### config.mk
export PLATFORM = sky130hd
export DESIGN_NAME = ir_tx_scheduler
export DESIGN_NICKNAME = d
export VERILOG_FILES = /design/src/rtl/ir_tx_scheduler.sv
export SDC_FILE = /design/constraint.sdc
export NUM_CORES = 1
export LEC_CHECK = 0
export ABC_AREA = 1
export CELL_PAD_IN_SITES_DETAIL_PLACEMENT = 1
export CELL_PAD_IN_SITES_GLOBAL_PLACEMENT = 1
export CORE_MARGIN = 2
export CORE_UTILIZATION = 42
export CTS_CLUSTER_DIAMETER = 100
export DETAILED_ROUTE_END_ITERATION = 7
export DONT_BUFFER_PORTS = 1
export MAX_ROUTING_LAYER = met4
export PLACE_DENSITY_LB_ADDON = 0.1
export SLEW_MARGIN = 20
export SYNTH_ARGS = -nofsm -noshare
export SYNTH_HDL_FRONTEND = slang
export SYNTH_SLANG_ARGS = --single-unit
### constraint.sdc
create_clock -name clk -period 2.3 [get_ports clk]
set_clock_uncertainty 0.2 [all_clocks]
set_input_delay 0.115 -clock clk [delete_from_list [all_inputs] [get_ports clk]]
set_output_delay 0.115 -clock clk [all_outputs]
set_load 0.1 [all_outputs]
### src/rtl/ir_tx_scheduler.sv
//-----------------------------------------------------------------------------
// ir_tx_scheduler
//
// Queues NEC IR frame requests from two requesters and hands them to the IR
// transmitter one at a time. A round-robin arbiter accepts at most one frame
// per cycle into a shared FIFO. An issue FSM pops the head frame, raises
// tx_send and then follows the transmitter's busy flag until the frame ends.
//
// Ports
//   clk, rst_n             system clock, asynchronous active-low reset
//   reqN_valid/addr/cmd    requester N frame offer (N = 0, 1)
//   reqN_ready             frame from requester N accepted this cycle (comb)
//   tx_busy                transmitter busy flag
//   tx_send                send request to transmitter (registered)
//   tx_addr, tx_cmd        frame fields, held stable from issue through ACTIVE
//   fifo_count             number of queued frames
//   err_timeout            one-cycle pulse when a frame is dropped because
//                          tx_busy never rose within BUSY_TIMEOUT cycles
//   sched_state            FSM state (0 IDLE, 1 ISSUE, 2 ACTIVE)
//   rep_hold               (IR_TX_REPEAT_EN only) held-key auto-repeat request
//
// Build option
//   IR_TX_REPEAT_EN        adds rep_hold; when defined, a frame is re-issued
//                          on every tx_busy fall while rep_hold=1 and the FIFO
//                          is empty.
//
// State | meaning
// ------+------------------------------------------------------------------
// IDLE  | no frame in flight; pops the FIFO head when one is queued
// ISSUE | tx_send high, waiting for tx_busy to rise (timer running)
// ACTIVE| transmitter busy with the frame; tx_send low until tx_busy falls
//-----------------------------------------------------------------------------
module ir_tx_scheduler #(
   parameter int FIFO_DEPTH   = 4,
   parameter int BUSY_TIMEOUT = 2048
) (
   input  logic                          clk,
   input  logic                          rst_n,
   input  logic                          req0_valid,
   input  logic [15:0]                   req0_addr,
   input  logic [7:0]                    req0_cmd,
   output logic                          req0_ready,
   input  logic                          req1_valid,
   input  logic [15:0]                   req1_addr,
   input  logic [7:0]                    req1_cmd,
   output logic                          req1_ready,
   input  logic                          tx_busy,
`ifdef IR_TX_REPEAT_EN
   input  logic                          rep_hold,
`endif
   output logic                          tx_send,
   output logic [15:0]                   tx_addr,
   output logic [7:0]                    tx_cmd,
   output logic [$clog2(FIFO_DEPTH):0]   fifo_count,
   output logic                          err_timeout,
   output logic [1:0]                    sched_state
);

   localparam int AW = $clog2(FIFO_DEPTH);
   localparam int CW = AW + 1;
   localparam int TW = $clog2(BUSY_TIMEOUT + 1);

   localparam logic [TW-1:0] TMR_LOAD = TW'(BUSY_TIMEOUT - 1);
   localparam logic [CW-1:0] FULL_CNT = CW'(FIFO_DEPTH);

   localparam logic [1:0] ST_IDLE   = 2'd0;
   localparam logic [1:0] ST_ISSUE  = 2'd1;
   localparam logic [1:0] ST_ACTIVE = 2'd2;

   // arbitration
   logic          full;
   logic          grant0;
   logic          grant1;
   logic          push;
   logic [23:0]   push_data;
   logic          rr_q, rr_d;

   // FIFO storage, {addr, cmd} per entry
   logic [23:0]   mem_q [FIFO_DEPTH];
   logic [23:0]   mem_d [FIFO_DEPTH];
   logic [AW-1:0] wr_ptr_q, wr_ptr_d;
   logic [AW-1:0] rd_ptr_q, rd_ptr_d;
   logic [CW-1:0] count_q, count_d;
   logic          pop;

   // issue FSM
   logic [1:0]    state_q, state_d;
   logic          send_q, send_d;
   logic [15:0]   addr_q, addr_d;
   logic [7:0]    cmd_q, cmd_d;
   logic          err_q, err_d;
   logic [TW-1:0] tmr_q, tmr_d;
   logic          repeat_req;

`ifdef IR_TX_REPEAT_EN
   assign repeat_req = rep_hold;
`else
   assign repeat_req = 1'b0;
`endif

   //--------------------------------------------------------------------------
   // Round-robin arbiter. rr_q selects the requester that wins a tie
   // (0 = req0, 1 = req1); after every accepted push it points at the
   // requester that was not served.
   //--------------------------------------------------------------------------
   always_comb begin
      full   = (count_q == FULL_CNT);
      grant0 = 1'b0;
      grant1 = 1'b0;
      if (!full) begin
         if (req0_valid && req1_valid) begin
            grant0 = ~rr_q;
            grant1 = rr_q;
         end else begin
            grant0 = req0_valid;
            grant1 = req1_valid;
         end
      end
      push      = grant0 | grant1;
      push_data = grant1 ? {req1_addr, req1_cmd} : {req0_addr, req0_cmd};
      rr_d      = push ? grant0 : rr_q;
   end

   assign req0_ready = grant0;
   assign req1_ready = grant1;

   //--------------------------------------------------------------------------
   // Issue FSM and FIFO pointer update. The pop decision looks at the
   // registered count only, so a frame pushed into an empty FIFO is popped on
   // the following edge.
   //--------------------------------------------------------------------------
   always_comb begin
      mem_d    = mem_q;
      wr_ptr_d = wr_ptr_q;
      rd_ptr_d = rd_ptr_q;
      state_d  = state_q;
      send_d   = send_q;
      addr_d   = addr_q;
      cmd_d    = cmd_q;
      err_d    = 1'b0;
      tmr_d    = tmr_q;
      pop      = 1'b0;

      case (state_q)
         ST_IDLE: begin
            if (count_q != '0) begin
               pop             = 1'b1;
               {addr_d, cmd_d} = mem_q[rd_ptr_q];
               send_d          = 1'b1;
               tmr_d           = TMR_LOAD;
               state_d         = ST_ISSUE;
            end
         end
         ST_ISSUE: begin
            // busy wins over the timeout when both happen in the same cycle
            if (tx_busy) begin
               send_d  = 1'b0;
               state_d = ST_ACTIVE;
            end else if (tmr_q == '0) begin
               send_d  = 1'b0;
               err_d   = 1'b1;
               state_d = ST_IDLE;
            end else begin
               tmr_d = tmr_q - TW'(1);
            end
         end
         ST_ACTIVE: begin
            if (!tx_busy) begin
               state_d = ST_IDLE;
               // held-key repeat re-sends the frame still in tx_addr/tx_cmd,
               // but only when nothing else is waiting in the FIFO
               if (repeat_req && (count_q == '0)) begin
                  send_d  = 1'b1;
                  tmr_d   = TMR_LOAD;
                  state_d = ST_ISSUE;
               end
            end
         end
         default: begin
            send_d  = 1'b0;
            state_d = ST_IDLE;
         end
      endcase

      if (push) begin
         mem_d[wr_ptr_q] = push_data;
         wr_ptr_d        = wr_ptr_q + AW'(1);
      end
      if (pop) begin
         rd_ptr_d = rd_ptr_q + AW'(1);
      end
      count_d = count_q + CW'(push) - CW'(pop);
   end

   always_ff @(posedge clk or negedge rst_n) begin
      if (!rst_n) begin
         rr_q     <= 1'b0;
         mem_q    <= '{default: '0};
         wr_ptr_q <= '0;
         rd_ptr_q <= '0;
         count_q  <= '0;
         state_q  <= ST_IDLE;
         send_q   <= 1'b0;
         addr_q   <= '0;
         cmd_q    <= '0;
         err_q    <= 1'b0;
         tmr_q    <= '0;
      end else begin
         rr_q     <= rr_d;
         mem_q    <= mem_d;
         wr_ptr_q <= wr_ptr_d;
         rd_ptr_q <= rd_ptr_d;
         count_q  <= count_d;
         state_q  <= state_d;
         send_q   <= send_d;
         addr_q   <= addr_d;
         cmd_q    <= cmd_d;
         err_q    <= err_d;
         tmr_q    <= tmr_d;
      end
   end

   assign tx_send     = send_q;
   assign tx_addr     = addr_q;
   assign tx_cmd      = cmd_q;
   assign fifo_count  = count_q;
   assign err_timeout = err_q;
   assign sched_state = state_q;

endmodule

==> flow_summary.yaml, run 1 <==
placement:
  dp_hpwl_mm: 13.0
  io_buffers: 0
  place.gp.congestion: 0.802
die:
  die_x_um: 133
  rows: 47
  die-area_um2: 17600
  initial_core_util_pct: 42.5
  core-area_um2: 16400
  io_pins: 86
  die_y_um: 133
clocking:
  clkTransAtPathRegs_ns: 0.06
  cts_max_path_buffers: 2
  cts-root-buf: "clkbuf_16"
  cts_hold_buf: 51
  clk_latency_ns: 0.42
  cts.sinks: 144
  cts_setup_buffers: 0
  htreeDepth: 4
  cts_tree: "yes"
  numCtsBuffers: 17
route:
  wl_per_cell_um: 18.2
  routed_wl_mm: 21.7
  drcViolationCount: 0
  viasPerCell: 5.28
  drt_iter0_markers: 250
  detail-route-antenna-nets: 0
  first_pass_iters: 6
  vias: 6267
outcome:
  violations: "negative hold slack"
  status: "finished, violations left"
setup_path:
  startpoint_type: "flip-flop"
  reg2reg_from: "fifo_count[1]"
  critPathArrivalTime_ns: 2.29
  crit_type: "reg -> reg"
  endpoint_kind: "flip-flop"
  crit_fanout: 4
  crit_required_ns: 2.40
  critPathLaunch: "fifo_count[1]"
synthesis:
  synthTopCellsByArea: "dfrtp_1, nor2_1, nand2_1, a21oi_1, inv_1"
  yosysTopAreaCellShare_pct: 51.7
  yosys-top-cells-count: "nor2_1, nand2_1, dfrtp_1"
  syn_nets: 944
  yosysSeqAreaShare_pct: 51.7
  yosysMostFrequentCell: "nor2_1"
  netlist_area_um2: 6970
  async_reset_ff_share_pct: 100
  ys.flop_type: "dfrtp_1"
  synth_area_leader_cell: "dfrtp_1"
  yosysWarnings: 0
  synthCells: 882
  synth_edf_count: 0
  syn_area_per_cell_um2: 7.90
  synth-seq-cells: 144
  ys_types: 29
job:
  maxCapViolCount: 0
finish:
  nNetsFinal: 1018
  antennaDiodeCount: 0
  area_delta_synth_final_pct: 24.5
  seq_area_um2: 3620
  multiInputGateArea_um2: 2960
  final_core_util_pct: 52.9
  fill_cells: 1950
  post_route_cells_drive_above_1_share_pct: 11.8
sta:
  slew_headroom_pct: 42.6
  setup_tns_ns: 0
  grt_setup_unrepaired: "no"
  post-route-period-util_pct: 95.4
  tightestPinTransition_ns: 0.861
  min_period_ns: 2.19
  clock.fmax_mhz: 456
  hold_viol: 144
  whs_ns: -0.811
  final-setup-viol-count: 0
  slew_viol_final: 0
grt:
  antenna_found_initial: 0
  grt_max_degree: 145
  overflow: 0
  first_global_vias: 6863
  grt_usage_pct: 26.7
  grtUsageMet2_pct: 45.7
  grtUsageMet3_pct: 4.37
  busiest_layer: "met2"
  grt_pass1_wl_mm: 35.9
  met1_usage_pct: 32.9
power_and_ir_drop:
  p_leak_nw: 4.07
  p_per_area_nw_per_um2: 1840
  peakVddDrop_mv: 0.812
worst_hold_path:
  worstHoldPathType: "in -> async"
==> worst paths after layout <==
kind                                  to  slack [ns]  depth (start not counted)
max                        fifo_count[2]        0.11                          9
min                             tmr_q[9]       -0.81                          0
max reg2reg                fifo_count[2]        0.11                          9
min reg2reg                     tmr_q[0]        0.28                          1
max in group asynchronous  fifo_count[0]        2.46                          0
min in group clk               mem_q[51]        0.12                          7
==> registers in the layout (all words and copies together) (netlist names) <==
register / cells
tx_addr: 16
mem_q: 96
tx_cmd: 8
err_timeout: 1
tx_send: 1
rr_q: 1
wr_ptr_q: 2
rd_ptr_q: 2
sched_state: 2
tmr_q: 12
fifo_count: 3
==> layout by cell type, fill, tap and decap left out, types with 17 or more instances in the layout <==
| cell type | instances |
|---|---|
| a21oi_1 | 141 |
| buf_4 | 52 |
| clkbuf_16 | 17 |
| dfrtp_1 | 139 |
| dlygate4sd3_1 | 51 |
| inv_1 | 44 |
| nand2_1 | 188 |
| nor2_1 | 197 |
| o21ai_0 | 28 |
| o31ai_1 | 22 |
==> stage by stage <==
| step | power (W) | setup WS (ns) | area, um2 | hold WS, ns | cells |
|---|---|---|---|---|---|
| 2_1_floorplan | 0.0106 | -0.121 | 7050 | -0.381 | 882 |
| 3_3_place_gp | 0.0125 | 0.157 | 7520 | -0.376 | 1106 |
| 3_5_place_dp | 0.0128 | 0.106 | 7520 | -0.375 | 1106 |
| 4_1_cts | 0.0160 | 0.0325 | 8670 | -0.830 | 1188 |
| 5_1_grt | 0.0170 | 0.00668 | 8670 | -0.837 | 1188 |
| 6_report | 0.0159 | 0.107 | 8670 | -0.811 | 1188 |
==> logic make-up (layout without fill, tap and decap cells) <==
group / Yosys count / in the layout / share of synthesized area [%]
xor gates and xnor gates: 8 / 8 / 1.01
adders and majority gates: 9 / 9 / 1.72
AOI/OAI and AO/OA: 205 / 205 / 15.6
and+or+nand+nor: 413 / 413 / 23.4
DFF: 144 / 144 / 51.7
buffers and inverters: 103 / 189 / 6.50
==> critical path, stage by stage, from the launching register on <==
cell and delay [ns]:
dfrtp_4 0.49, inv_4 0.09, nand3_1 0.12, nand2_2 0.11
inv_1 0.10, ha_4 0.28, inv_2 0.04, ha_4 0.15
fa_2 0.35, xor2_1 0.14
==> per-layer routing <==
metal | up-vias | part of all wire [%]
met5 | - | 0
met4 | 0 | 1.4
met3 | 21 | 2.6
met2 | 108 | 52
met1 | 3164 | 44
li1 | 2974 | -
==> where the power goes <==
part / internal (W) / switching (W)
Combinational: 0.00234 / 0.00603
Sequential: 0.00386 / 0.000675
Clock: 0.00193 / 0.00109
Total: 0.00813 / 0.00779
==> timing repair <==
item                                   CTS  global route
resized for setup                        0             1
endpoints found under the hold margin  246           144
setup endpoints to repair                0             1
==> area by class of cell <==
class	count	area share, %
Inverter	51	2.29
Timing Repair Buffer	107	11.3
Multi-Input combinational cell	635	34.2
Tap cell	220	3.17
Clock inverter	9	1.77
Clock buffer	22	5.58
Sequential cell	144	41.7
(Power assumes the default switching activity.)
==> run 2, diff against run 1 <==
CORE_MARGIN = 1   (was 2)
RECOVER_POWER = 50   (was unset)
clock period = 2 ns   (was 2.3 ns; I/O delays follow)
==> flow_summary.yaml, run 2 (synthesis gave the netlist of run 1 again) <==
outcome:
  status: "finished, violations left"
  violations: "negative hold slack, negative setup slack"
clocking:
  numCtsBuffers: 17
  clkTransAtPathRegs_ns: 0.06
  cts_tree: "yes"
  cts-root-buf: "clkbuf_16"
  htreeDepth: 4
  cts_max_path_buffers: 2
  cts.sinks: 144
  cts_hold_buf: 50
  clk_latency_ns: 0.43
placement:
  dp_slack_ns: -0.107
  io_buffers: 0
  dp_hpwl_mm: 13.0
  place.gp.congestion: 0.772
sta:
  setup_tns_ns: -0.0978
  clock.fmax_mhz: 484
  grt_setup_unrepaired: "yes"
  layout_setup_ws_ns: -0.0650
  min_period_ns: 2.07
  tightestPinTransition_ns: 0.339
  slew_headroom_pct: 77.4
  post-route-period-util_pct: 103
  whs_ns: -0.836
  hold_viol: 144
  final-setup-viol-count: 2
  slew_viol_final: 0
finish:
  area_delta_synth_final_pct: 27.4
  largest_reg_flops: 96
  nNetsFinal: 1037
  antennaDiodeCount: 0
  post_route_cells_drive_above_1_share_pct: 14.3
  fill_cells: 1918
  final_cell_mix: "nor2_1, nand2_1, a21oi_1, dfrtp_1, buf_4"
  layout_commonest_cell: "nor2_1"
  regMostFlops: "mem_q"
  final_core_util_pct: 55.3
route:
  drcViolationCount: 0
  viasPerCell: 5.25
  first_pass_iters: 4
  detail-route-antenna-nets: 0
  routed_wl_mm: 21.6
  vias: 6324
  wl_per_cell_um: 18.0
  drt_iter0_markers: 292
die:
  core-area_um2: 16100
  die_x_um: 131
  die-area_um2: 17100
  rows: 46
  die_y_um: 131
  initial_core_util_pct: 43.4
  io_pins: 86
grt:
  first_global_vias: 6787
  antenna_found_initial: 0
  grt_max_degree: 145
  overflow: 0
  grt_pass1_wl_mm: 34.8
  grt_usage_pct: 27.8
setup_path:
  endpoint_kind: "flip-flop"
  critPathArrivalTime_ns: 2.18
  crit_type: "reg -> reg"
  crit_required_ns: 2.12
  startpoint_type: "flip-flop"
  reg2reg_depth: 9
  crit_fanout: 3
power_and_ir_drop:
  p_per_area_nw_per_um2: 2080
  peakVddDrop_mv: 0.844
  p_leak_nw: 4.16
  total_power_w: 0.0185
worst_hold_path:
  worstHoldPathType: "in -> async"
job:
  maxCapViolCount: 0
-- run 2: layout make-up --
class                      instances  area (um2)  area share (%)
tap                              216         270            3.04
sequential                       144        3620            40.7
inverter                          51         209            2.35
timing repair buffer             126        1230            13.8
clock inverter                    14         143            1.61
clock buffer                      18         429            4.83
multi-input combinational        635        2980            33.6
-- run 2: worst max-delay path, cell delays in order, from the launching register on --
cell and delay, ns:
dfrtp_4 0.49, nand3_4 0.11, nand3_4 0.11, nand2_8 0.08, inv_4 0.03, ha_4 0.25, inv_2 0.03, ha_4 0.15
fa_2 0.35, xor2_1 0.14
-- run 2: worst paths after layout --
kind	slack, ns	startpoint	endpoint
max	-0.07	fifo_count[2]	fifo_count[2]
min	-0.84	rst_n	tmr_q[9]
max reg2reg	-0.07	fifo_count[2]	fifo_count[2]
min reg2reg	0.27	tx_send	tx_send
max in group asynchronous	2.12	rst_n	mem_q[60]
min in group clk	0.02	req0_valid	fifo_count[0]
-- run 2: metrics by stage --
stage          cell area (um2)  cells
6_report                  8880   1204
5_1_grt                   8880   1204
4_1_cts                   8780   1200
3_5_place_dp              7650   1116
3_3_place_gp              7650   1116
2_1_floorplan             7050    882
-- run 2: report_power, final --
part / switching [W] / internal, W / leakage, nW / total [W]
Sequential: 0.000827 / 0.00444 / 1.63 / 0.00527
Combinational: 0.00700 / 0.00307 / 2.27 / 0.0101
Clock: 0.00130 / 0.00183 / 0.264 / 0.00312
Total: 0.00913 / 0.00934 / 4.16 / 0.0185
-- run 2: routing by layer --
| layer | wire length [um] | up-vias | track usage (%) |
|---|---|---|---|
| met3 | 587 | 17 | 3.95 |
| met1 | 9480 | 3200 | 33.2 |
| met5 | 0 | - | - |
| met4 | 198 | 0 | 8.05 |
| li1 | - | 3015 | - |
| met2 | 11400 | 92 | 48.8 |
-- run 2: timing repair --
action                                  4_1_cts  5_1_grt
buffers inserted                              2        3
hold endpoints to repair                    249      144
gates resized for setup                      13       14
endpoints found under the setup margin       54       70
gates cloned                                  0        1
pin swaps                                     1        5
